## src/rtl/load_pkg.sv

```systemverilog
// Shared encodings and helpers for the load-data alignment stage.
package load_pkg;

  localparam int DATA_W = 32;

  localparam logic LOAD_WORD = 1'b0;
  localparam logic LOAD_BYTE = 1'b1;

  localparam logic [1:0] OFF_B0 = 2'd0;
  localparam logic [1:0] OFF_B1 = 2'd1;
  localparam logic [1:0] OFF_B2 = 2'd2;
  localparam logic [1:0] OFF_B3 = 2'd3;

  function automatic logic [DATA_W-1:0] sign_ext(input logic [7:0] b);
    return {{(DATA_W-8){b[7]}}, b};
  endfunction

endpackage

```

## src/rtl/byte_extract.sv

```systemverilog
// Combinational byte picker: selects one byte of a word by offset and sign-extends it.
module byte_extract
  import load_pkg::*;
(
  input  logic [DATA_W-1:0] word,
  input  logic [1:0]        offset,
  output logic [DATA_W-1:0] ext
);

  logic [7:0] sel_byte;

  // An unknown offset falls to the default so X reaches the result unmasked.
  always_comb begin
    sel_byte = '0;
    case (offset)
      OFF_B0:  sel_byte = word[7:0];
      OFF_B1:  sel_byte = word[15:8];
      OFF_B2:  sel_byte = word[23:16];
      OFF_B3:  sel_byte = word[31:24];
      default: sel_byte = 'x;
    endcase
    ext = sign_ext(sel_byte);
  end

endmodule

```

## src/rtl/load_block.sv

```systemverilog
// Load-data alignment stage: word or sign-extended byte load, registered for write-back.
// No handshake: every rising edge samples the inputs and the result appears one cycle later.
module load_block
  import load_pkg::*;
#(
  parameter int DATA_W_P = DATA_W
) (
  input  logic                clk,
  input  logic                rst,
  input  logic [DATA_W_P-1:0] Load_Memory,
  input  logic                Load_Select,
  input  logic [1:0]          Offset,
  output logic [DATA_W_P-1:0] Load_data
);

  logic [DATA_W-1:0] byte_ext;
  logic [DATA_W-1:0] load_next;

  byte_extract u_byte_extract (
    .word   (Load_Memory),
    .offset (Offset),
    .ext    (byte_ext)
  );

  // Unknown select must propagate rather than merge matching bits of both sources.
  always_comb begin
    load_next = '0;
    case (Load_Select)
      LOAD_WORD: load_next = Load_Memory;
      LOAD_BYTE: load_next = byte_ext;
      default:   load_next = 'x;
    endcase
  end

  always_ff @(posedge clk) begin
    if (rst) Load_data <= '0;
    else     Load_data <= load_next;
  end

endmodule

```

## config.mk

```make
export PLATFORM = sky130hd
export DESIGN_NAME = load_block
export DESIGN_NICKNAME = d
export VERILOG_FILES = /design/src/rtl/load_pkg.sv /design/src/rtl/byte_extract.sv /design/src/rtl/load_block.sv
export SDC_FILE = /design/constraint.sdc
export NUM_CORES = 1
export LEC_CHECK = 0
export ABC_CLOCK_PERIOD_IN_PS = 3550
export BUFFER_PORTS_ARGS = -buffer_cell sky130_fd_sc_hd__buf_2
export CORE_MARGIN = 3
export CORE_UTILIZATION = 45
export DETAILED_ROUTE_END_ITERATION = 6
export GPL_TIMING_DRIVEN = 0
export HOLD_SLACK_MARGIN = 0.08
export PLACE_DENSITY = 0.83
export SLEW_MARGIN = 20
export SYNTH_ARGS = -nofsm -noshare
export SYNTH_HDL_FRONTEND = slang
export SYNTH_SLANG_ARGS = --single-unit
```

## constraint.sdc

```tcl
create_clock -name clk -period 3.55 [get_ports clk]
set_input_delay 0.5325 -clock clk [delete_from_list [all_inputs] [get_ports clk]]
set_output_delay 0.5325 -clock clk [all_outputs]
set_load 0.02 [all_outputs]
```

==> metrics.txt <==
cts bufs inserted=5; leading post-synthesis cells by cell area=sky130_fd_sc_hd__dfxtp_1, sky130_fd_sc_hd__a21o_1, sky130_fd_sc_hd__mux2_2; Antenna Diode Count=0; number of flip-flops under the largest register name=32; maximum number of pins on one net before global-route repair=11; worst-margin pin slew=0.454 ns; type of the worst setup path=input pin to register; final setup slack of the worst path=1.97 ns; xor and xnor fraction of the mapped netlist area=0%; most area-hungry cell type in the Yosys netlist=sky130_fd_sc_hd__dfxtp_1; sequential-to-total area share from yosys stat=56.0%; number of vias after detailed routing=1,039; combined area of all synthesized cells=1140 um2; full die area=3180 um2; leakage power of the design=0.933 nW; filler cell count in the final layout=195; multiplexer fraction of the synthesized cell area=7.88%; Min Clock Period, post-route=1.58 ns; placer congestion estimate=0.800; highest achievable clock rate=0.632 GHz; port bufs=67; starting utilization of the core area=49.3%; clock edge transition at the registers on the reported setup and hold paths=0.09 ns; Compound-Gate Fraction of Synth Area=22.9%; # Post-CTS Setup Buffers=0; total global routing overflow=0; global-route wire length before repair=4680 um; Power per Cell Area=488 nW/um2; Detail Route Antenna Nets=0; layout cells sized above 1=51.4%; number of warnings reported in the yosys synthesis log=0; post-route fraction of the period consumed by the critical path=44.6%; quantity of gates resized following cts=0; status=completed; Cell Rows=17; area used by multi-input combinational logic=442 um2; I/O Pins=~70; core area=2320 um2; initial antenna violation count=0; Final Setup Violations=0; distinct cell type count after synthesis=20; Synthesized Nets=138; unrepaired setup endpoints after global routing=no; final routed wirelength across all metal layers=2800 um; final hold violation count=0; number of remaining DRC errors=0; number of global-route vias before repair=roughly 1,000; sum of internal, switching and leakage power=between 0.0007 and 0.0008 W; nets=roughly 210; max_cap viols=0; number of synthesized flops with an enable pin=0; post-place setup slack=~1.6 ns; final design instance area without fill=1580 um2; Hold Slack=~0.42 ns; post-synthesis to final-layout area growth=38.1%; prevailing post-synth register cell=sky130_fd_sc_hd__dfxtp_1; register ranked first by flip-flop count=Load_data; CTS tree=done; clock net sink count=32; most common cell in the synthesized netlist=sky130_fd_sc_hd__dfxtp_1; Root Driver=sky130_fd_sc_hd__clkbuf_4; post-synthesis register bit count=32; Regs by FF count=Load_data x32; required time worst endpoint=3.76 ns; syn avg cell area=11.3 um2; worst max-slew margin expressed relative to the limit=69.7%; DRC violation total after the first TritonRoute iteration=13; GRT Util Overall=19.4%; DP Wirelength=2190 um; share of async-settable or async-resettable flops after synthesis=0%; area share of the leading cell type in the synthesized netlist=between 50% and 60%; leading cell types by count after synthesis=sky130_fd_sc_hd__dfxtp_1, sky130_fd_sc_hd__a21o_1, sky130_fd_sc_hd__nor2_1; main combinational cell family by area after synthesis=compound AO/OA/AOI/OAI gates; worst-case clock buffer depth=2; max-slew violation count=0; area share of and/or/nand/nor cells after synthesis=between 7 and 8%; first-pass iteration count of the detailed router=4; launching element type of the critical path=input pin; wire length per cell after detailed routing=13.8 um; WP data arrival=1.80 ns; CTS H-tree depth=2; synthesized netlist cell count=between 100 and 150; worst hold path type=input pin to register; vias per cell=a little over 5; Chip Width=56.4 um; hold-fix buffers at CTS=0; Register Area=between 600 and 700 um2; crit path capture type=register; Post-Place Cell Area=1510 um2; adder-cell share of the synthesized area=0%; critical path fanouts, max=10; worst supply voltage drop on vdd=0.407 mV; chip height=56.4 um; Final TNS setup=0 ns
==> metal layers <==
layer / part of all wire [%] / global-route usage [%] / wire (um) / up-vias
met5: 0 / 0 / 0 / -
met4: 0.53 / 7.12 / 15 / 0
met3: 11 / 10.1 / 313 / 2
met2: 48 / 31.2 / 1340 / 55
met1: 40 / 21.7 / 1130 / 471
li1: - / - / - / 511
==> cell usage in the layout (no fill, tap or decap) <==
cell / instances
sky130_fd_sc_hd__inv_1: 1
sky130_fd_sc_hd__clkbuf_8: 2
sky130_fd_sc_hd__mux2_2: 6
sky130_fd_sc_hd__nor2b_1: 1
sky130_fd_sc_hd__buf_6: 1
sky130_fd_sc_hd__nand3b_1: 1
sky130_fd_sc_hd__o21a_1: 1
sky130_fd_sc_hd__mux4_2: 1
sky130_fd_sc_hd__a211oi_1: 1
sky130_fd_sc_hd__a2111oi_0: 1
sky130_fd_sc_hd__clkbuf_1: 3
sky130_fd_sc_hd__a21o_2: 5
sky130_fd_sc_hd__o22ai_1: 7
sky130_fd_sc_hd__dfxtp_1: 32
sky130_fd_sc_hd__buf_8: 2
sky130_fd_sc_hd__a21o_1: 20
sky130_fd_sc_hd__and3b_1: 1
sky130_fd_sc_hd__nor2_1: 8
sky130_fd_sc_hd__nor3_1: 6
sky130_fd_sc_hd__nand2_1: 2
sky130_fd_sc_hd__clkbuf_4: 5
sky130_fd_sc_hd__buf_2: 68
==> where the power goes <==
group	switching, W	internal, W
Combinational	0.0000869	0.0000666
Sequential	0.00000629	0.000388
Clock	0.000111	0.000112
==> area by class of cell <==
cell class	instances	share of cell area (%)
inverters	1	0.238
multi-input cells	61	28.0
clock buffers	7	4.12
flip-flops and latches	32	40.6
plain buffers	7	3.65
repair buffers	67	21.2
well taps	28	2.22
==> critical path, cell delays in order <==
cell and delay, ns:
sky130_fd_sc_hd__buf_2 0.13, sky130_fd_sc_hd__mux4_2 0.52, sky130_fd_sc_hd__and3b_1 0.19, sky130_fd_sc_hd__buf_6 0.13, sky130_fd_sc_hd__buf_8 0.13, sky130_fd_sc_hd__a21o_1 0.15
==> kinds of logic (layout without fill, tap and decap cells) <==
family	Yosys count	after routing
AND/OR/NAND/NOR	19	19
buffers and inverters	8	82
flip-flops	32	32
multiplexers	7	7
AO/OA/AOI/OAI	35	35
==> through the flow <==
| step | cells | utilization [%] |
|---|---|---|
| 2_1_floorplan | 101 | - |
| 3_3_place_gp | 196 | 65.3 |
| 3_5_place_dp | 196 | 65.3 |
| 4_1_cts | 203 | 68.1 |
| 5_1_grt | 203 | 68.1 |
| 6_report | 203 | 68.1 |
==> path summary, 6_finish.rpt <==
kind	startpoint	endpoint	slack, ns	depth (start not counted)
worst max-delay path	Offset[0]	Load_data[7]	1.97	6
worst min-delay path	Load_Memory[25]	Load_data[25]	0.42	2
Note: power is estimated with default switching activity, not from simulation.
